**config.mk**
```make
export PLATFORM = sky130hd
export DESIGN_NAME = pixel_write_buffer_flat
export DESIGN_NICKNAME = d
export VERILOG_FILES = /design/src/rtl/pixel_write_buffer_if.sv /design/src/rtl/pixel_write_buffer.sv /design/src/flat_wrapper.sv
export SDC_FILE = /design/constraint.sdc
export NUM_CORES = 1
export LEC_CHECK = 0
export ABC_AREA = 1
export BUFFER_PORTS_ARGS = -buffer_cell sky130_fd_sc_hd__buf_2
export CORE_MARGIN = 3
export CORE_UTILIZATION = 45
export DETAILED_ROUTE_END_ITERATION = 7
export PLACE_DENSITY = 0.73
export SYNTH_ARGS = -nofsm -noshare
export SYNTH_HDL_FRONTEND = slang
export SYNTH_SLANG_ARGS = --single-unit
```
**constraint.sdc**
```tcl
create_clock -name system_clock -period 4.3 [get_ports system_clock]
set_input_delay 0.215 -clock system_clock [delete_from_list [all_inputs] [get_ports system_clock]]
set_output_delay 0.215 -clock system_clock [all_outputs]
set_load 0.01 [all_outputs]
```
**src/rtl/pixel_write_buffer_if.sv**
```systemverilog
// Frame memory write port: address/data/request driven by the buffer,
// acknowledge returned by the memory.
interface pixel_write_buffer_if #(
  parameter int ADDR_WIDTH = 17
);
  logic [ADDR_WIDTH-1:0] mem_address;
  logic [11:0]           mem_data;
  logic                  mem_write_request;
  logic                  mem_write_ack;

  modport master (
    output mem_address,
    output mem_data,
    output mem_write_request,
    input  mem_write_ack
  );

  modport slave (
    input  mem_address,
    input  mem_data,
    input  mem_write_request,
    output mem_write_ack
  );
endinterface

```
**src/rtl/pixel_write_buffer.sv**
```systemverilog
// pixel_write_buffer: synchronises the MCU pixel strobe into system_clock,
// queues pixels in a small FIFO and writes them one at a time into frame
// memory through a request/acknowledge port, owning the linear frame address.
module pixel_write_buffer #(
  parameter int FIFO_DEPTH   = 8,
  parameter int ADDR_WIDTH   = 17,
  parameter int FRAME_PIXELS = 76800
) (
  input  logic                          system_clock,
  input  logic                          reset,
  input  logic                          mcu_pixel_clock,
  input  logic [11:0]                   pixel_data,
  input  logic                          frame_restart,
  pixel_write_buffer_if.master          mem,
  output logic [$clog2(FIFO_DEPTH):0]   fifo_level,
  output logic                          overflow,
  output logic                          frame_done
);

  localparam int PTR_W = $clog2(FIFO_DEPTH);
  localparam logic [PTR_W:0]          PTR_ONE   = 1;
  localparam logic [PTR_W:0]          FULL_LVL  = FIFO_DEPTH[PTR_W:0];
  localparam logic [ADDR_WIDTH-1:0]   ADDR_ONE  = 1;
  localparam logic [ADDR_WIDTH-1:0]   LAST_ADDR = ADDR_WIDTH'(FRAME_PIXELS - 1);

  typedef enum logic {IDLE, REQUEST} state_t;

  // Strobe synchroniser and edge detector
  logic        sync1_q, sync2_q, sync3_q;
  // Pixel word delayed in step with the strobe synchroniser
  logic [11:0] pix1_q, pix2_q;
  logic        strobe_edge;

  // FIFO storage and pointers (extra MSB distinguishes full from empty)
  logic [11:0]      fifo_mem [FIFO_DEPTH];
  logic [PTR_W:0]   wr_ptr_q, rd_ptr_q;
  logic [PTR_W:0]   level;
  logic             fifo_full, fifo_empty, push, pop;
  logic             overflow_q;

  // Write FSM state and registered outputs
  state_t                 state_q;
  logic [ADDR_WIDTH-1:0]  addr_q;
  logic [11:0]            data_q;
  logic                   req_q;
  logic                   done_q;
  logic                   restart_pend_q;

  assign strobe_edge = sync2_q & ~sync3_q;
  assign level       = wr_ptr_q - rd_ptr_q;
  assign fifo_full   = (level == FULL_LVL);
  assign fifo_empty  = (level == '0);
  assign push        = strobe_edge & ~fifo_full;
  assign pop         = (state_q == IDLE) & ~fifo_empty;

  assign fifo_level            = level;
  assign overflow              = overflow_q;
  assign frame_done            = done_q;
  assign mem.mem_address       = addr_q;
  assign mem.mem_data          = data_q;
  assign mem.mem_write_request = req_q;

  // Two-flop synchroniser plus one extra flop for rising-edge detection
  always_ff @(posedge system_clock or posedge reset) begin
    if (reset) begin
      sync1_q <= 1'b0;
      sync2_q <= 1'b0;
      sync3_q <= 1'b0;
    end else begin
      sync1_q <= mcu_pixel_clock;
      sync2_q <= sync1_q;
      sync3_q <= sync2_q;
    end
  end

  // Pixel data pipeline; the word is stable long before the edge is seen
  always_ff @(posedge system_clock) begin
    pix1_q <= pixel_data;
    pix2_q <= pix1_q;
  end

  // FIFO storage write; contents are don't-care until pointed to
  always_ff @(posedge system_clock) begin
    if (push) fifo_mem[wr_ptr_q[PTR_W-1:0]] <= pix2_q;
  end

  // FIFO pointers and sticky overflow on a push into a full FIFO
  always_ff @(posedge system_clock or posedge reset) begin
    if (reset) begin
      wr_ptr_q   <= '0;
      rd_ptr_q   <= '0;
      overflow_q <= 1'b0;
    end else begin
      if (push) wr_ptr_q <= wr_ptr_q + PTR_ONE;
      if (pop)  rd_ptr_q <= rd_ptr_q + PTR_ONE;
      if (strobe_edge && fifo_full) overflow_q <= 1'b1;
    end
  end

  // Write FSM: pop into mem_data, hold the request until acked, move address
  always_ff @(posedge system_clock or posedge reset) begin
    if (reset) begin
      state_q        <= IDLE;
      addr_q         <= '0;
      data_q         <= '0;
      req_q          <= 1'b0;
      done_q         <= 1'b0;
      restart_pend_q <= 1'b0;
    end else begin
      done_q <= 1'b0;
      case (state_q)
        IDLE: begin
          if (frame_restart) addr_q <= '0;
          if (!fifo_empty) begin
            data_q  <= fifo_mem[rd_ptr_q[PTR_W-1:0]];
            req_q   <= 1'b1;
            state_q <= REQUEST;
          end
        end
        REQUEST: begin
          if (mem.mem_write_ack) begin
            req_q          <= 1'b0;
            state_q        <= IDLE;
            restart_pend_q <= 1'b0;
            // End of frame wins the pulse even when a restart is pending
            if (addr_q == LAST_ADDR) begin
              addr_q <= '0;
              done_q <= 1'b1;
            end else if (restart_pend_q || frame_restart) begin
              addr_q <= '0;
            end else begin
              addr_q <= addr_q + ADDR_ONE;
            end
          end else if (frame_restart) begin
            restart_pend_q <= 1'b1;
          end
        end
        default: state_q <= IDLE;
      endcase
    end
  end

endmodule

```
**src/flat_wrapper.sv**
```systemverilog
// flat-port wrapper written by rule: the top's interface ports become plain ports
module pixel_write_buffer_flat 
#(
  parameter int FIFO_DEPTH   = 8,
  parameter int ADDR_WIDTH   = 17,
  parameter int FRAME_PIXELS = 76800
)
  (system_clock, reset, mcu_pixel_clock, pixel_data, frame_restart, fifo_level, overflow, frame_done, mem_mem_address, mem_mem_data, mem_mem_write_request, mem_mem_write_ack);
  pixel_write_buffer_if #(.ADDR_WIDTH(ADDR_WIDTH)) mem_i ();
  input  logic system_clock;
  input  logic reset;
  input  logic mcu_pixel_clock;
  input  logic [11:0] pixel_data;
  input  logic frame_restart;
  output logic [$clog2(FIFO_DEPTH):0] fifo_level;
  output logic overflow;
  output logic frame_done;
  output wire logic [$bits(mem_i.mem_address)-1:0] mem_mem_address;
  output wire logic [$bits(mem_i.mem_data)-1:0] mem_mem_data;
  output wire logic [$bits(mem_i.mem_write_request)-1:0] mem_mem_write_request;
  input wire logic [$bits(mem_i.mem_write_ack)-1:0] mem_mem_write_ack;
  assign mem_mem_address = mem_i.mem_address;
  assign mem_mem_data = mem_i.mem_data;
  assign mem_mem_write_request = mem_i.mem_write_request;
  assign mem_i.mem_write_ack = mem_mem_write_ack;
  pixel_write_buffer #(.FIFO_DEPTH(FIFO_DEPTH), .ADDR_WIDTH(ADDR_WIDTH), .FRAME_PIXELS(FRAME_PIXELS)) u_core (.system_clock(system_clock), .reset(reset), .mcu_pixel_clock(mcu_pixel_clock), .pixel_data(pixel_data), .frame_restart(frame_restart), .mem(mem_i), .fifo_level(fifo_level), .overflow(overflow), .frame_done(frame_done));
endmodule
```
==> flow_summary.json, run 1 <==
{
  "status": "finished, final reports clean",
  "rrSetupSlack_ns": 1.23,
  "io_buffers": 52,
  "synth-seq-cells": 165,
  "row_count": 43,
  "fin_tns_setup_ns": 0,
  "area_growth_pct": 17.7,
  "crit_arrival_ns": 3.11,
  "drc": 0,
  "die_area_um2": 16000,
  "hold_path.class": "in2async",
  "path_common_cell": "inv_1",
  "synth_cell_type_count": 31,
  "power.density_nw_per_um2": 653,
  "synth_compound_area_frac": 0.0790,
  "grt_max_degree": 52,
  "synth-edff-count": 96,
  "ys.flop_type": "edfxtp_1",
  "crit_end": "u_core.fifo_mem[6][5]",
  "gp_congestion": 0.839,
  "peakVddDrop_mv": 0.429,
  "synth_top_family_by_area": "simple AND/OR/NAND/NOR gates",
  "clock_sinks": 165,
  "vias": 4506,
  "cpPeakStageDelay_ns": 0.86,
  "postCtsSetupRepairBufs": 0,
  "syn_inst": 596,
  "slew_viol_final": 0,
  "synth_mux_area_frac": 0,
  "tightest_slew_ns": 1.08,
  "synth_top_area_cell": "edfxtp_1",
  "root_buffer": "clkbuf_16",
  "core_area_um2": 14000,
  "r2r_cells": 9,
  "cts_buffers": 17,
  "cpMaxStageDelayCell": "nor2_1",
  "antenna_cells": 0,
  "yosysTopAreaCellShare": 0.442,
  "start_util": 0.465,
  "grt_pass1_vias": 4464,
  "start_kind": "register",
  "antenna_left": 0,
  "leakagePower_uw": 0.00318,
  "finalClockSkew_ns": 0.00841,
  "ys_top_cells_by_count": "nand2_1, edfxtp_1, nor2_1",
  "htreeDepth": 4,
  "ios": 53,
  "finalPower_uw": 5010,
  "path_clk_slew_ns": 0.06,
  "seq_area_frac_synth": 0.688,
  "maxCapViolCount": 0,
  "synth.most_common_cell": "nand2_1",
  "relSlewSlack": 0.279,
  "nNetsFinal": 696,
  "dr.pass1.iters": 5,
  "yosysWarnings": 0,
  "setup_viol": 0,
  "fmax_ghz": 0.326,
  "avgSynthCellArea_um2": 11.0,
  "wl_mm": 13.7,
  "cp_top_family": "simple AND/OR/NAND/NOR gates",
  "gr-usage-all-layers": 0.177,
  "ctsLongestPathBuffers": 2,
  "required_ns": 4.34,
  "crit_path_start": "u_core.wr_ptr_q[0]",
  "drtIter0Drc": 356,
  "clk_latency_ns": 0.42,
  "cp_max_fo": 14,
  "die_y_um": 126,
  "rsz0062_at_grt": "false",
  "synthTopCellsByArea": "edfxtp_1, dfrtp_1, nand2_1",
  "period_share": 0.714,
  "worst-path-stages": 9,
  "synth_fa_ha_area_frac": 0.0146,
  "path_cells": "inv_1 -> ha_1 -> inv_1 -> fa_1 -> or2_0 -> nor2_2 -> nand2_1 -> nand2_2 -> nor2_1",
  "dieWidth_um": 126,
  "place_hpwl_mm": 8.65,
  "end_kind": "register",
  "synthArstFlopShare": 0.273,
  "synth_xor_xnor_area_share": 0.0228,
  "antenna_found_initial": 0,
  "r2r_end": "u_core.fifo_mem[6][5]",
  "grt_pass1_wl_mm": 22.3,
  "synth_nets": 620,
  "final-hold-violation-count": 0,
  "vias_per_cell": 5.21,
  "period_minus_slack_ns": 3.07,
  "synthSimpleGateAreaFrac": 0.156,
  "syn-cell-area_um2": 6530,
  "path_class": "reg2reg",
  "overflow": 0,
  "wire_per_inst_um": 15.8,
  "layout-drive-gt1-share": 0.147,
  "tritoncts": "done",
  "reg2reg_from": "u_core.wr_ptr_q[0]",
  "worstPathBufferInverterCount": 2
}
-- worst min path at each step --
stage / start / to / cells past startpoint
CTS: reset / u_core.mem.mem_write_request / 2
global placement: u_core.pix1_q[1] / u_core.pix2_q[1] / 0
detailed placement: u_core.pix1_q[8] / u_core.pix2_q[8] / 0
finish: reset / u_core.mem.mem_address[0] / 2
floorplan: pixel_data[0] / u_core.pix1_q[0] / 0
global route: reset / u_core.mem.mem_address[0] / 2
-- layout make-up --
class	instances	area, um^2
Timing Repair Buffer	80	505
Clock inverter	8	91.3
Tap cell	180	225
Inverter	35	131
Multi-Input combinational cell	373	1780
Clock buffer	24	462
Sequential cell	165	4490
Fill cell	1161	6360
-- state kept, by name, summed over array words and instances (netlist names), 4 cells and up --
| name | flops |
|---|---|
| u_core.pix2_q | 12 |
| u_core.fifo_mem | 96 |
| u_core.mem.mem_data | 12 |
| u_core.wr_ptr_q | 4 |
| u_core.mem.mem_address | 17 |
| u_core.pix1_q | 12 |
| u_core.rd_ptr_q | 4 |
-- metal layers --
| layer | track usage | share of wire | routed length, um | up-vias |
|---|---|---|---|---|
| met2 | 0.287 | 0.48 | 6600 | 146 |
| met3 | 0.0455 | 0.057 | 779 | 28 |
| li1 | - | - | - | 2173 |
| met5 | 0 | 0 | 0 | - |
| met1 | 0.223 | 0.44 | 5980 | 2159 |
| met4 | 0.0808 | 0.022 | 304 | 0 |
-- repair_timing --
| item | 4_1_cts | 5_1_grt |
|---|---|---|
| gates resized for setup | 0 | 0 |
| hold buffers | 14 | 0 |
| hold endpoints to repair | 14 | 0 |
-- power breakdown --
group          switching (uW)  leakage (uW)  internal [uW]
registers                 128       0.00165           1890
logic                    1050       0.00127            527
clock network             600      0.000262            824
total                    1780       0.00318           3240
-- placed cells by master (no fill, tap or decap), types with 20 or more instances in the layout --
| cell type | netlist | routed |
|---|---|---|
| inv_1 | 34 | 33 |
| o21ai_0 | 62 | 62 |
| nand2_1 | 142 | 142 |
| buf_2 | 6 | 52 |
| nand3_1 | 20 | 20 |
| edfxtp_1 | 96 | 96 |
| dfxtp_1 | 24 | 24 |
| dfrtp_1 | 45 | 45 |
| nor2_1 | 75 | 75 |
| o22ai_1 | 26 | 26 |
-- cells by family after synthesis --
group | Yosys count
DFF | 165
xor gates and xnor gates | 17
buffers and inverters | 58
AOI/OAI and AO/OA | 94
adders and majority gates | 7
and+or+nand+nor | 255
-- through the flow --
stage	hold WS, ns	instances	setup WS [ns]	instance area (um^2)	util
3_5_place_dp	0.312	819	1.24	6990	0.498
3_3_place_gp	0.311	819	1.36	6990	0.498
5_1_grt	0.0970	865	0.993	7680	0.547
4_1_cts	0.0391	865	1.20	7680	0.547
2_1_floorplan	0.243	596	1.13	6530	-
6_report	0.00499	865	1.23	7680	0.547
Power figures use the tool's default switching activity.
==> run 2, diff against run 1 <==
ABC_AREA = 0   (was 1)
clock period = 2.9 ns   (was 4.3 ns; I/O delays follow)
==> run 2 against run 1 <==
Effect of this change:
- the run now ends with hold timing left
- worst setup slack got worse by 1.1 ns
- area after synthesis decreased by 1.8%
- largest cell class unchanged
- non-clock buffer count increased by 2
- largest power group unchanged
- clock power increased by 50%
- highest routed layer unchanged
- core utilization increased by 2.9 points
==> flow_summary.json, run 2 <==
{
  "status": "finished, violations left",
  "violations": "hold timing",
  "cts_buffers": 17,
  "power.density_nw_per_um2": 1010,
  "leakagePower_uw": 0.00297,
  "die_y_um": 125,
  "dr.pass1.iters": 4,
  "tritoncts": "done",
  "end_kind": "register",
  "root_buffer": "clkbuf_16",
  "slew_viol_final": 0,
  "fin_tns_setup_ns": 0,
  "path_cells": "inv_4 -> ha_1 -> inv_1 -> fa_1 -> xor2_2 -> or3_4 -> o21ai_4 -> nor4b_4 -> buf_4",
  "synth.most_common_cell": "edfxtp_1",
  "worst-path-stages": 9,
  "rsz0062_at_grt": "false",
  "syn_inst": 377,
  "period_share": 0.945,
  "multiInputGateArea_um2": 1910,
  "wl_mm": 12.0,
  "drc": 0,
  "fmax_ghz": 0.365,
  "die_area_um2": 15700,
  "post-place-ws_ns": 0.0159,
  "syn-cell-area_um2": 6410,
  "ff_latch_area_um2": 4490,
  "cp_max_fo": 12,
  "synthTopCellsByArea": "edfxtp_1, dfrtp_1, mux4_2",
  "relSlewSlack": 0.321,
  "setup_viol": 0,
  "nFillCells": 1024,
  "wire_per_inst_um": 18.3,
  "cpMaxStageDelayCell": "o21ai_4",
  "clk_latency_ns": 0.42,
  "finalClockSkew_ns": 0.00711,
  "setup_ws_ns": 0.159,
  "grt_pass1_vias": 3799,
  "path_clk_slew_ns": 0.07,
  "layout_common_cells": "edfxtp_1, buf_2, dfrtp_1, mux4_2, dfxtp_1",
  "synth-edff-count": 96,
  "layout-drive-gt1-share": 0.363,
  "tightest_slew_ns": 1.02,
  "avgSynthCellArea_um2": 17.0,
  "r2r_cells": 9,
  "synth-seq-cells": 165,
  "required_ns": 3.07,
  "place_area_um2": 7010,
  "dieWidth_um": 125,
  "period_minus_slack_ns": 2.74,
  "antenna_left": 0,
  "maxCapViolCount": 0,
  "seq_area_frac_synth": 0.701,
  "htreeDepth": 4,
  "gp_congestion": 0.813,
  "core_area_um2": 13600,
  "clock_sinks": 165,
  "antenna_found_initial": 0,
  "row_count": 42,
  "start_util": 0.473,
  "start_kind": "register",
  "place_hpwl_mm": 7.77,
  "whs_ns": -0.0330,
  "nNetsFinal": 488,
  "worstPathBufferInverterCount": 3,
  "synth_cell_type_count": 51,
  "io_buffers": 52,
  "ios": 53,
  "ys.flop_type": "edfxtp_1",
  "grt_pass1_wl_mm": 20.0,
  "hold_path.class": "in2async",
  "grt_max_degree": 46,
  "crit_arrival_ns": 2.91,
  "path_class": "reg2reg",
  "ctsLongestPathBuffers": 2,
  "peakVddDrop_mv": 0.508,
  "finalInstanceArea_um2": 7820,
  "drtIter0Drc": 217,
  "vias_per_cell": 5.43,
  "vias": 3546,
  "final-hold-violation-count": 37,
  "synth_top_area_cell": "edfxtp_1",
  "area_growth_pct": 22.0,
  "cp_top_family": "adder cells",
  "synthArstFlopShare": 0.273,
  "overflow": 0,
  "largest_reg_flops": 96,
  "final_common_cell": "edfxtp_1",
  "antenna_cells": 0,
  "gr-usage-all-layers": 0.163,
  "ys_top_cells_by_count": "edfxtp_1, dfrtp_1, dfxtp_1, mux4_2, nand2_1",
  "yosysTopAreaCellShare": 0.450,
  "cpPeakStageDelay_ns": 0.45,
  "synth_nets": 401,
  "yosysWarnings": 0
}
## run 2: cell types whose count changed in the layout (fill, tap and decap cells not counted), sizes merged, moves of 8 or more
cell | before | now
o21ai | 62 | 12
mux4 | 0 | 24
o22ai | 26 | 1
mux2 | 0 | 26
nor2 | 76 | 5
nand2 | 145 | 19
a21oi | 3 | 11
inv | 40 | 17
a31oi | 0 | 8
## run 2: path summary, 6_finish.rpt
kind,start,end,slack (ns)
worst max-delay path,u_core.wr_ptr_q[0],u_core.fifo_mem[5][5],0.16
worst min register to register,u_core.pix1_q[3],u_core.pix2_q[3],0.32
worst min-delay path,reset,u_core.mem.mem_address[3],-0.03
worst max register to register,u_core.wr_ptr_q[0],u_core.fifo_mem[5][5],0.16
min in group system_clock,frame_restart,u_core.restart_pend_q,0.06
max in group asynchronous,reset,u_core.wr_ptr_q[0],2.22
## run 2: cell type report
type / count / area share
flip-flops and latches: 165 / 0.574
inverters: 12 / 0.00608
well taps: 176 / 0.0282
clock buffers: 19 / 0.0594
clock inverters: 13 / 0.0149
repair buffers: 82 / 0.0730
multi-input cells: 186 / 0.244
## run 2: power breakdown
| group | switching [uW] | internal, uW |
|---|---|---|
| sequential | 198 | 2830 |
| combinational | 1450 | 1330 |
| clock | 934 | 1200 |
## run 2: kinds of logic after synthesis
kind of cell / after synthesis / share of synthesized area
simple gates: 71 / 0.0605
fa+ha+maj: 7 / 0.0148
xor+xnor: 10 / 0.0160
mux: 50 / 0.135
flops: 165 / 0.701
compound gates: 48 / 0.0510
buf+inv: 26 / 0.0217
## run 2: per-layer routing
layer	GRT usage	up-vias	share of wire
met2	0.263	101	0.48
met3	0.0435	17	0.056
met1	0.213	1791	0.44
met4	0.0638	0	0.018
li1	-	1637	-
met5	0	-	0
## run 2: worst reg2reg max path: cells and delay by family (launching register included)
family / cells / cell delay [ns]
buffers and inverters: 3 / 0.40
adder cells (fa/ha/maj): 2 / 0.56
AND/OR/NAND/NOR: 2 / 0.47
AO/OA/AOI/OAI: 1 / 0.45
flip-flops: 1 / 0.42
XOR/XNOR: 1 / 0.18
## run 2: timing repair
item | CTS | global route
hold endpoints to repair | 15 | 0
cloned | 0 | 0
pin swaps | 1 | 4
endpoints found under the setup margin | 24 | 69
resized for setup | 1 | 1
setup buffers | 1 | 3
hold buffers | 14 | 0
## run 2: per-stage QoR
step	hold WS (ns)	cells	util	total power [uW]
global placement	0.247	603	0.517	5690
global route	0.0614	653	0.577	8340
finish	-0.0330	653	0.577	7930
detailed placement	0.249	603	0.517	5780
CTS	0.00416	650	0.572	7970
floorplan	0.173	377	-	5060
==> run 3, diff against run 2 <==
CORE_UTILIZATION = 44   (was 45)
CTS_BUF_LIST = sky130_fd_sc_hd__clkbuf_4 sky130_fd_sc_hd__clkbuf_8 sky130_fd_sc_hd__clkbuf_16   (was unset)
PLACE_DENSITY = 0.72   (was 0.73)
==> run 3 against run 2 <==
Effect of this change:
- the flow still finishes with violations (hold timing)
- die area grew 2.2%
- critical path depth is the same
- final cell count grew 1.2%
- register-to-register slack lost 0.13 ns
- non-clock buffer count grew 4
- count of clock-buffer cells in the layout grew 4
- largest cell class unchanged
- largest power group unchanged
==> flow_summary.json, run 3 (synthesis gave the netlist of run 2 again) <==
{
  "ctsLongestPathBuffers": 2,
  "period_minus_slack_ns": 2.87,
  "finalClockSkew_ns": 0.0139,
  "end_kind": "register",
  "drc": 0,
  "die_area_um2": 16000,
  "place_hpwl_mm": 8.11,
  "clk_latency_ns": 0.43,
  "wl_mm": 12.5,
  "tritoncts": "done",
  "antenna_left": 0,
  "status": "finished, violations left",
  "peakVddDrop_mv": 0.589,
  "fmax_ghz": 0.349,
  "maxCapViolCount": 0,
  "place_area_um2": 7040,
  "setup_viol": 0,
  "relSlewSlack": 0.337,
  "whs_ns": -0.0454,
  "r2r_cells": 9,
  "largest_reg_flops": 96,
  "path_cells": "inv_4 -> ha_1 -> inv_1 -> fa_1 -> xor2_2 -> or3_1 -> o21ai_4 -> nor4b_4 -> buf_4",
  "hold_path.class": "in2async",
  "start_util": 0.456,
  "ios": 53,
  "gr-usage-all-layers": 0.163,
  "leakagePower_uw": 0.00300,
  "grt_pass1_wl_mm": 19.7,
  "final-hold-violation-count": 45,
  "vias_per_cell": 5.59,
  "core_area_um2": 14000,
  "cts_buffers": 17,
  "layout-drive-gt1-share": 0.366,
  "antenna_found_initial": 0,
  "tightest_slew_ns": 0.993,
  "layout_common_cells": "edfxtp_1, buf_2, dfrtp_1, mux4_2, dfxtp_1",
  "cpMaxStageDelayCell": "o21ai_4",
  "crit_arrival_ns": 3.04,
  "cp_max_fo": 12,
  "ff_latch_area_um2": 4490,
  "row_count": 43,
  "nFillCells": 1060,
  "cpPeakStageDelay_ns": 0.50,
  "power.density_nw_per_um2": 1030,
  "multiInputGateArea_um2": 1900,
  "gp_congestion": 0.824,
  "vias": 3694,
  "dieWidth_um": 127,
  "dr.pass1.iters": 5,
  "r2r_end": "u_core.fifo_mem[4][3]",
  "start_kind": "register",
  "grt_max_degree": 46,
  "slew_viol_final": 0,
  "setup_ws_ns": 0.0313,
  "path_class": "reg2reg",
  "root_buffer": "clkbuf_16",
  "finalPower_uw": 8140,
  "nNetsFinal": 492,
  "drtIter0Drc": 282,
  "antenna_cells": 0,
  "reg2reg_from": "u_core.wr_ptr_q[0]",
  "die_y_um": 127,
  "wire_per_inst_um": 19.0,
  "htreeDepth": 4,
  "grt_pass1_vias": 3652,
  "post-place-ws_ns": -0.0269,
  "finalInstanceArea_um2": 7880,
  "violations": "hold timing",
  "period_share": 0.989,
  "io_buffers": 52,
  "path_clk_slew_ns": 0.06,
  "area_growth_pct": 23.0,
  "clock_sinks": 165,
  "overflow": 0,
  "rrSetupSlack_ns": 0.03,
  "required_ns": 3.07,
  "final_common_cell": "edfxtp_1"
}
-- run 3: cell count changes in the layout (fill, tap and decap cells not counted), moves of 2 or more --
cell       change
clkinv_2       -2
inv_8          -3
buf_4          +4
clkbuf_4       +4
bufinv_16      +2
-- run 3: layout make-up --
class / count / share of cell area
clock buffers: 23 / 0.0627
well taps: 180 / 0.0286
repair buffers: 86 / 0.0762
multi-input cells: 186 / 0.242
clock inverters: 9 / 0.0149
flip-flops and latches: 165 / 0.570
inverters: 12 / 0.00603
-- run 3: stage by stage --
stage | utilization | setup TNS, ns | hold WS [ns] | std cells
finish | 0.561 | 0 | -0.0454 | 661
global route | 0.561 | -0.743 | 0.0393 | 661
CTS | 0.555 | 0 | 0.000529 | 657
detailed placement | 0.501 | -0.314 | 0.250 | 611
global placement | 0.501 | 0 | 0.248 | 611
floorplan | - | 0 | 0.173 | 377
-- run 3: what timing repair did --
action                                  4_1_cts  5_1_grt
gates resized for setup                       1        0
hold buffers                                 14        0
pin swaps                                     0        4
hold endpoints to repair                     15        0
buffers inserted                              0        4
endpoints found under the setup margin       12       48
gates cloned                                  0        0
-- run 3: metal layers --
layer / part of all wire / GRT usage
met1: 0.42 / 0.215
met2: 0.49 / 0.258
met3: 0.070 / 0.0480
met4: 0.017 / 0.0599
met5: 0 / 0
-- run 3: worst max path at each step --
stage,depth (start not counted),to,slack [ns],start
global route,9,u_core.fifo_mem[4][3],-0.04,u_core.wr_ptr_q[0]
floorplan,9,u_core.fifo_mem[5][0],0.02,u_core.rd_ptr_q[2]
detailed placement,8,u_core.fifo_mem[6][3],-0.03,u_core.wr_ptr_q[0]
global placement,8,u_core.fifo_mem[6][4],0.07,u_core.wr_ptr_q[0]
finish,9,u_core.fifo_mem[4][3],0.03,u_core.wr_ptr_q[0]
CTS,8,u_core.fifo_mem[2][3],0.03,u_core.wr_ptr_q[0]
-- run 3: worst max-delay path, delay by kind of cell (launching register included) --
kind,cells,cell delay [ns]
compound gates,1,0.50
fa+ha+maj,2,0.59
simple gates,2,0.49
xor+xnor,1,0.17
buf+inv,3,0.44
flops,1,0.43
-- run 3: where the power goes --
part	total [uW]	internal (uW)	switching, uW
Combinational	2840	1360	1480
Clock	2270	1390	882
Sequential	3020	2830	196
Total	8140	5580	2560
